File: src/rtl/demux_sc_pkg.sv
// Shared constants and lane mapping for the 1:8 demultiplexing deserializer.
// Both the lane counter and the top level import this package.
package demux_sc_pkg;

  localparam int LANES = 8;
  localparam int SEL_W = 3;

  // Bit position within the word that counter value sel addresses.
  function automatic logic [SEL_W-1:0] lane_map(input logic [SEL_W-1:0] sel,
                                                input logic            lsb_first);
    logic [SEL_W-1:0] lane;
    if (lsb_first) begin
      lane = sel;
    end else begin
      lane = 3'd7 - sel;
    end
    return lane;
  endfunction

endpackage

File: src/rtl/demux18_lane_ctr.sv
// Lane select counter for demux18_deser: tracks which lane the next serial bit
// belongs to, honouring word alignment and one-bit slips.
module demux18_lane_ctr
  import demux_sc_pkg::*;
(
  input  logic             clk,
  input  logic             rst_n,
  input  logic             dv,
  input  logic             align,
  input  logic             slip,
  output logic [SEL_W-1:0] sel,
  output logic             cap_en,
  output logic [SEL_W-1:0] cap_sel
);

  logic [SEL_W-1:0] sel_q, sel_d;
  logic             pend_q, pend_d;

  // Next counter state and capture decision; ALIGN overrides slips and the count.
  always_comb begin
    sel_d   = sel_q;
    pend_d  = pend_q;
    cap_en  = 1'b0;
    cap_sel = sel_q;
    if (align) begin
      pend_d  = 1'b0;
      cap_sel = 3'd0;
      cap_en  = dv;
      sel_d   = dv ? 3'd1 : 3'd0;
    end else if (slip) begin
      // A valid bit arriving with the slip is the one discarded.
      pend_d = ~dv;
    end else if (pend_q) begin
      pend_d = ~dv;
    end else begin
      cap_en = dv;
      sel_d  = dv ? (sel_q + 3'd1) : sel_q;
    end
  end

  // Counter and slip-pending state.
  always_ff @(posedge clk or negedge rst_n) begin
    if (!rst_n) begin
      sel_q  <= 3'd0;
      pend_q <= 1'b0;
    end else begin
      sel_q  <= sel_d;
      pend_q <= pend_d;
    end
  end

  assign sel = sel_q;

endmodule

File: src/rtl/demux18_deser.sv
// 1:8 demultiplexing deserializer: routes each serial bit to its lane, presents
// the assembled word through a valid/ready holding register with sticky overrun.
module demux18_deser
  import demux_sc_pkg::*;
#(
  parameter logic LSB_FIRST = 1'b1,
  parameter int   LANES     = 8
) (
  input  logic       CLK,
  input  logic       RSTN,
  input  logic       D,
  input  logic       DV,
  input  logic       ALIGN,
  input  logic       SLIP,
  input  logic       QRDY,
  input  logic       OVR_CLR,
  output logic [7:0] Q,
  output logic       QV,
  output logic [2:0] SEL,
  output logic       OVR
);

  generate
    if (LANES != 8) begin : g_lanes_check
      $error("demux18_deser: LANES must be 8");
    end
  endgenerate

  logic             cap_en_s;
  logic [SEL_W-1:0] cap_sel_s;
  logic [SEL_W-1:0] lane_s;
  logic [7:0]       word_s;
  logic             done_s;

  logic [7:0] acc_q, acc_d;
  logic [7:0] q_q, q_d;
  logic       qv_q, qv_d;
  logic       ovr_q, ovr_d;

  demux18_lane_ctr u_ctr (
    .clk     (CLK),
    .rst_n   (RSTN),
    .dv      (DV),
    .align   (ALIGN),
    .slip    (SLIP),
    .sel     (SEL),
    .cap_en  (cap_en_s),
    .cap_sel (cap_sel_s)
  );

  // Bit merge, word completion, output handshake and overrun tracking.
  always_comb begin
    lane_s = lane_map(cap_sel_s, LSB_FIRST);
    q_d    = q_q;
    qv_d   = qv_q;
    ovr_d  = ovr_q;
    if (ALIGN) begin
      word_s = 8'h00;
    end else begin
      word_s = acc_q;
    end
    if (cap_en_s) begin
      word_s[lane_s] = D;
    end else begin
      word_s = word_s;
    end
    done_s = cap_en_s & (cap_sel_s == 3'd7);
    acc_d  = done_s ? 8'h00 : word_s;
    if (done_s) begin
      if (qv_q && !QRDY) begin
        ovr_d = 1'b1;
      end else begin
        q_d  = word_s;
        qv_d = 1'b1;
      end
    end else begin
      // Written as a mask so an unknown QRDY propagates to QV in simulation.
      qv_d = qv_q & ~QRDY;
    end
    if (done_s && qv_q && !QRDY) begin
      ovr_d = 1'b1;
    end else if (OVR_CLR) begin
      ovr_d = 1'b0;
    end else begin
      ovr_d = ovr_q;
    end
  end

  // Accumulator, holding register and overrun flag.
  always_ff @(posedge CLK or negedge RSTN) begin
    if (!RSTN) begin
      acc_q <= 8'h00;
      q_q   <= 8'h00;
      qv_q  <= 1'b0;
      ovr_q <= 1'b0;
    end else begin
      acc_q <= acc_d;
      q_q   <= q_d;
      qv_q  <= qv_d;
      ovr_q <= ovr_d;
    end
  end

  assign Q   = q_q;
  assign QV  = qv_q;
  assign OVR = ovr_q;

endmodule

File: config.mk
export PLATFORM = sky130hd
export DESIGN_NAME = demux18_deser
export DESIGN_NICKNAME = d
export VERILOG_FILES = /design/src/rtl/demux_sc_pkg.sv /design/src/rtl/demux18_lane_ctr.sv /design/src/rtl/demux18_deser.sv
export SDC_FILE = /design/constraint.sdc
export NUM_CORES = 1
export LEC_CHECK = 0
export CAP_MARGIN = 10
export CORE_MARGIN = 3
export CORE_UTILIZATION = 30
export CTS_BUF_LIST = sky130_fd_sc_hd__clkbuf_2
export DETAILED_ROUTE_END_ITERATION = 10
export GPL_TIMING_DRIVEN = 0
export REMOVE_ABC_BUFFERS = 1
export SLEW_MARGIN = 20
export SYNTH_ARGS = -nofsm -noshare
export SYNTH_HDL_FRONTEND = slang
export SYNTH_SLANG_ARGS = --single-unit
File: constraint.sdc
create_clock -name CLK -period 1.94 [get_ports CLK]
set_input_delay 0.291 -clock CLK [delete_from_list [all_inputs] [get_ports CLK]]
set_output_delay 0.291 -clock CLK [all_outputs]
set_load 0.005 [all_outputs]
==> results of run 1 <==
==> cells in the final DEF (no fill, tap or decap), types with 2 or more instances in the layout <==
| cell | instances |
|---|---|
| nor4b_4 | 2 |
| o21ai_1 | 7 |
| clkbuf_2 | 4 |
| o21ai_0 | 2 |
| nand3_1 | 3 |
| clkdlybuf4s50_1 | 20 |
| a21oi_1 | 2 |
| nand3b_1 | 2 |
| inv_1 | 2 |
| nor2_1 | 10 |
| dfrtp_1 | 21 |
| mux2i_1 | 9 |
| nand2_1 | 12 |
==> flip-flops by register name (all words and copies together), names as in the netlist <==
signal / flops
u_ctr.sel: 3
OVR: 1
QV: 1
u_ctr.pend_q: 1
acc_q: 7
Q: 8
==> worst paths after layout <==
| kind | cells past startpoint | slack [ns] | endpoint | start |
|---|---|---|---|---|
| min in group CLK | 2 | 0.51 | Q[0] | Q[0] |
| min reg2reg | 2 | 0.51 | Q[0] | Q[0] |
| max in group asynchronous | 1 | 0.91 | u_ctr.sel[1] | RSTN |
| max reg2reg | 3 | 0.35 | Q[7] | u_ctr.sel[2] |
| max | 1 | 0.15 | SEL[2] | u_ctr.sel[2] |
| min | 1 | 0.48 | Q[0] | RSTN |
==> metrics by stage <==
step	setup TNS [ns]	total power, mW	setup slack (ns)	instances
2_1_floorplan	0	0.507	0.505	83
3_3_place_gp	-0.0930	0.553	-0.0930	147
3_5_place_dp	-0.0906	0.555	-0.0906	147
4_1_cts	0	0.740	0.137	151
5_1_grt	0	0.756	0.0857	151
6_report	0	0.726	0.155	151
==> power by group <==
group          internal, mW  leakage (nW)  switching, mW  total [mW]
Clock                0.0546        0.0166          0.127       0.181
Sequential            0.447         0.289         0.0137       0.460
Combinational        0.0413         0.235         0.0433      0.0846
==> layer usage <==
metal | vias up | global-route usage (%)
met5 | - | 0
met1 | 347 | 12.5
li1 | 340 | -
met2 | 13 | 16.8
met4 | 0 | 4.85
met3 | 2 | 1.43
==> final cells by class <==
| type | instances | area share [%] |
|---|---|---|
| clock buffer | 4 | 1.60 |
| inverter | 2 | 0.602 |
| multi-input combinational | 60 | 35.2 |
| sequential | 21 | 42.1 |
| tap | 44 | 4.41 |
| timing repair buffer | 20 | 16.0 |
==> logic make-up (layout without fill, tap and decap cells) <==
group                      Yosys count  after routing
DFF                                 21             21
and+or+nand+nor                     35             35
adders and majority gates            1              1
AOI/OAI and AO/OA                   13             13
buffers and inverters                5             26
xor gates and xnor gates             1              1
muxes                               10             10
==> impl_metrics.py, run 1 <==
metrics = {
    "run_status": {
        "status": "finished, final reports clean",
    },
    "logic_synthesis": {
        "synth_most_common_cell": "dfrtp_1",
        "synth_xor_area_share_pct": 0.882,
        "netlist.area_leader.share_pct": 52.9,
        "async_reset_ff_share_pct": 100,
        "yosys.area_share.simple_pct": 23.4,
        "synth_top_family_by_area": "simple AND/OR/NAND/NOR gates",
        "synthFlopType": "dfrtp_1",
        "synthCells": 86,
        "synthDistinctLibCells": 25,
        "synth_fa_ha_area_share_pct": 1.26,
        "synth_area_um2": 993,
        "yosysSeqAreaShare_pct": 52.9,
        "synth_top_area_cell": "dfrtp_1",
        "avgSynthCellArea_um2": 11.6,
        "synth-edff-count": 0,
        "synth_area_leaders": "dfrtp_1 (53%), mux2i_1 (9.1%), nor4b_4 (4.8%)",
        "synth_commonest_cells": "dfrtp_1 (21), nand2_1 (12), nor2_1 (10)",
        "ys_seq_elements": 21,
        "synth_compound_area_share_pct": 8.06,
        "muxShareOfSynthArea_pct": 10.6,
        "ys_warn_count": 0,
    },
    "hold_path": {
        "min_path_type": "primary input to asynchronous set/reset pin",
    },
    "critical_path": {
        "criticalPathCategory": "flop to output pin",
        "critPathArrivalTime_ns": 1.49,
        "path_delay_family": "flip-flops",
        "cp_max_fo": 9,
        "cp_slowest_cell": "dfrtp_1",
        "worstPathRequired_ns": 1.65,
        "end_kind": "output pin",
        "worstSetupStartpointType": "flop",
        "cp_num_buf_inv": 1,
        "path_cells": "clkdlybuf4s50_1",
        "max_stage_delay_ns": 0.61,
    },
    "routing": {
        "drc_errors": 0,
        "dr_wl_met2_um": 932,
        "avgViaCountPerCell": 4.65,
        "drt_iter0_markers": 30,
        "avgRoutedWirePerCell_um": 12.5,
        "totalWireLength_um": 1880,
        "ant_nets": 0,
        "top_layer": "met4",
        "route.met3.wl_um": 52,
        "drt-met1-wl_um": 872,
        "vias": 702,
        "dr.pass1.iters": 4,
    },
    "sta": {
        "fmax_mhz": 560,
        "rsz0062_at_grt": "false",
        "setup_viol": 0,
        "worst_slew_pin_slew_ns": 0.929,
        "fin_crit_ns": 1.79,
        "max-slew-margin-rel_pct": 37.9,
        "finalCritPeriodShare_pct": 92.0,
        "hold_viol": 0,
        "slew_violations": 0,
        "finClkSkew_ns": 0.00259,
        "whs_ns": 0.475,
    },
    "finish": {
        "layout.nets": 117,
        "fin_area_um2": 1250,
        "multiInputGateArea_um2": 439,
        "area_delta_synth_final_pct": 25.6,
        "diodes": 0,
        "drive_gt1_share_pct": 10.3,
        "fin_util_pct": 40.2,
        "seq_area_um2": 526,
        "fillerInstances": 326,
    },
    "cts": {
        "cts_setup_buffers": 0,
        "clock_latency_ns": 0.30,
        "cts_root_buffer": "clkbuf_2",
        "post_cts_resize_count": 0,
        "cts_hold_buf": 0,
        "cts_buffer_depth": 2,
        "clock_sink_count": 21,
        "htree_levels": 1,
        "path_clk_slew_ns": 0.19,
        "numCtsBuffers": 3,
        "cts_tree": "yes",
    },
    "die": {
        "die_x_um": 63.5,
        "dieArea_um2": 4040,
        "start_util_pct": 32.0,
        "fp.coreArea_um2": 3100,
        "rows": 20,
        "io_pins": 21,
        "dieHeight_um": 63.5,
    },
    "pwr": {
        "ir_drop_mv": 0.143,
        "cellPowerDensity_nw_per_um2": 582,
        "p_leak_nw": 0.541,
    },
    "place": {
        "place_hpwl_um": 1370,
        "gp_congestion": 0.733,
        "dpl_cell_area_um2": 1230,
        "numPortBuffers": 20,
    },
    "global_routing": {
        "grt_pass1_wl_um": 3190,
        "antenna_found_initial": 0,
        "grt_overflow": 0,
        "grtUsageTotal_pct": 10.0,
        "grt_max_degree": 22,
        "grt_pass1_vias": 709,
    },
    "run": {
        "cap_viol_max_count": 0,
    },
}
Note: power is estimated with default switching activity, not from simulation.
==> inputs of run 2 (changes only) <==
Settings changed: SLEW_MARGIN 20 to not set.
==> results of run 2 <==
Same layout as run 1: the final DEF is identical, and so are final timing and power.
==> inputs of run 3 (changes only) <==
Settings changed: MAX_ROUTING_LAYER set to met4.
==> run 3 against run 2 <==
  * Critical path depth unchanged
  * Via count unchanged
  * Final cell count unchanged
  * Sequential power about the same
  * Core utilization unchanged
  * Critical endpoint unchanged
  * Flip-flop and latch count unchanged
  * Die area unchanged
  * Clock power about the same
  * Highest routed layer unchanged
  * Final area unchanged
==> impl_metrics.py, run 3 (synthesis results as in run 1) <==
metrics = {
    "global_routing": {
        "grt_max_degree": 22,
        "grt_pass1_wl_um": 3200,
        "grt_pass1_vias": 707,
        "grtUsageTotal_pct": 10.3,
        "grt_overflow": 0,
        "antenna_found_initial": 0,
    },
    "finish": {
        "area_delta_synth_final_pct": 25.6,
        "fillerInstances": 326,
        "drive_gt1_share_pct": 10.3,
        "diodes": 0,
        "instances_no_fill": 151,
        "final_cell_mix": "dfrtp_1 (21), clkdlybuf4s50_1 (20), nand2_1 (12)",
        "fin_area_um2": 1250,
        "layout.nets": 117,
        "largest_reg_flops": 8,
        "final_common_cell": "dfrtp_1",
    },
    "place": {
        "dpl_cell_area_um2": 1230,
        "placed_cells": 147,
        "gp_congestion": 0.742,
        "place_hpwl_um": 1370,
        "numPortBuffers": 20,
    },
    "cts": {
        "cts_setup_buffers": 0,
        "cts_buffer_depth": 2,
        "clock_sink_count": 21,
        "clock_latency_ns": 0.30,
        "cts_root_buffer": "clkbuf_2",
        "path_clk_slew_ns": 0.19,
        "post_cts_resize_count": 0,
        "cts_tree": "yes",
        "numCtsBuffers": 3,
        "cts_hold_buf": 0,
        "htree_levels": 1,
    },
    "pwr": {
        "cellPowerDensity_nw_per_um2": 582,
        "power_mw": 0.725,
        "ir_drop_mv": 0.142,
        "p_leak_nw": 0.541,
    },
    "critical_path": {
        "criticalPathCategory": "flop to output pin",
        "path_delay_family": "flip-flops",
        "worstPathRequired_ns": 1.65,
        "cp_max_fo": 9,
        "max_stage_delay_ns": 0.61,
        "cp_num_buf_inv": 1,
        "r2r_end": "Q[7]",
        "ff2ff_setup_slack_ns": 0.35,
        "reg2reg_depth": 3,
        "timing.rr.start": "u_ctr.sel[2]",
        "critPathArrivalTime_ns": 1.49,
        "cp_slowest_cell": "dfrtp_1",
        "worstSetupStartpointType": "flop",
        "path_cells": "clkdlybuf4s50_1",
        "end_kind": "output pin",
    },
    "die": {
        "fp.coreArea_um2": 3100,
        "die_x_um": 63.5,
        "io_pins": 21,
        "dieArea_um2": 4040,
        "start_util_pct": 32.0,
        "rows": 20,
        "dieHeight_um": 63.5,
    },
    "sta": {
        "slew_violations": 0,
        "hold_viol": 0,
        "finalCritPeriodShare_pct": 92.0,
        "worst_slew_pin_slew_ns": 0.928,
        "fmax_mhz": 560,
        "setup_viol": 0,
        "max-slew-margin-rel_pct": 37.9,
        "fin_crit_ns": 1.79,
        "rsz0062_at_grt": "false",
        "finClkSkew_ns": 0.00116,
    },
    "hold_path": {
        "min_path_type": "primary input to asynchronous set/reset pin",
    },
    "routing": {
        "ant_nets": 0,
        "drt_iter0_markers": 34,
        "totalWireLength_um": 1890,
        "vias": 702,
        "dr.pass1.iters": 4,
        "drc_errors": 0,
        "avgRoutedWirePerCell_um": 12.5,
        "avgViaCountPerCell": 4.65,
    },
    "run_status": {
        "status": "finished, final reports clean",
    },
    "run": {
        "cap_viol_max_count": 0,
    },
}
run 3: cell counts in the layout (fill, tap and decap cells not counted):
Identical to the previous run, type by type.
run 3: worst max path at each step:
stage	start	endpoint	slack, ns	depth (start not counted)
detailed placement	DV	Q[7]	-0.09	4
global placement	DV	Q[7]	-0.09	4
global route	u_ctr.sel[2]	SEL[2]	0.09	1
finish	u_ctr.sel[2]	SEL[2]	0.15	1
CTS	u_ctr.sel[2]	SEL[2]	0.14	1
floorplan	u_ctr.pend_q	Q[7]	0.51	3
run 3: per-layer routing:
| metal | wire [um] | track usage, % | up-vias | share of wire, % |
|---|---|---|---|---|
| met5 | 0 | - | - | 0 |
| met4 | 27 | 4.85 | 0 | 1.4 |
| met3 | 52 | 1.43 | 2 | 2.8 |
| met2 | 933 | 16.8 | 13 | 49 |
| met1 | 872 | 12.6 | 347 | 46 |
| li1 | - | - | 340 | - |
run 3: stage by stage:
step | setup TNS (ns) | worst slack (ns) | hold WS, ns | util, %
2_1_floorplan | 0 | 0.505 | -0.00459 | -
3_3_place_gp | -0.0930 | -0.0930 | 0.470 | 39.6
3_5_place_dp | -0.0906 | -0.0906 | 0.479 | 39.6
4_1_cts | 0 | 0.137 | 0.503 | 40.2
5_1_grt | 0 | 0.0857 | 0.522 | 40.2
6_report | 0 | 0.155 | 0.475 | 40.2
run 3: worst reg2reg max path, delay by kind of cell, from the launching register on:
kind	cells	cell delay, ns
flops	1	0.61
mux	1	0.37
simple gates	2	0.53
run 3: layout make-up:
class	instances	area [um^2]	area share, %
Timing Repair Buffer	20	200	16.0
Multi-Input combinational cell	60	439	35.2
Inverter	2	7.51	0.602
Sequential cell	21	526	42.1
Clock buffer	4	20.0	1.60
Tap cell	44	55.1	4.41
run 3: where the power goes:
part	total (mW)	switching [mW]	internal [mW]
clock	0.181	0.126	0.0546
combinational	0.0846	0.0433	0.0413
sequential	0.460	0.0137	0.447
total	0.725	0.183	0.543
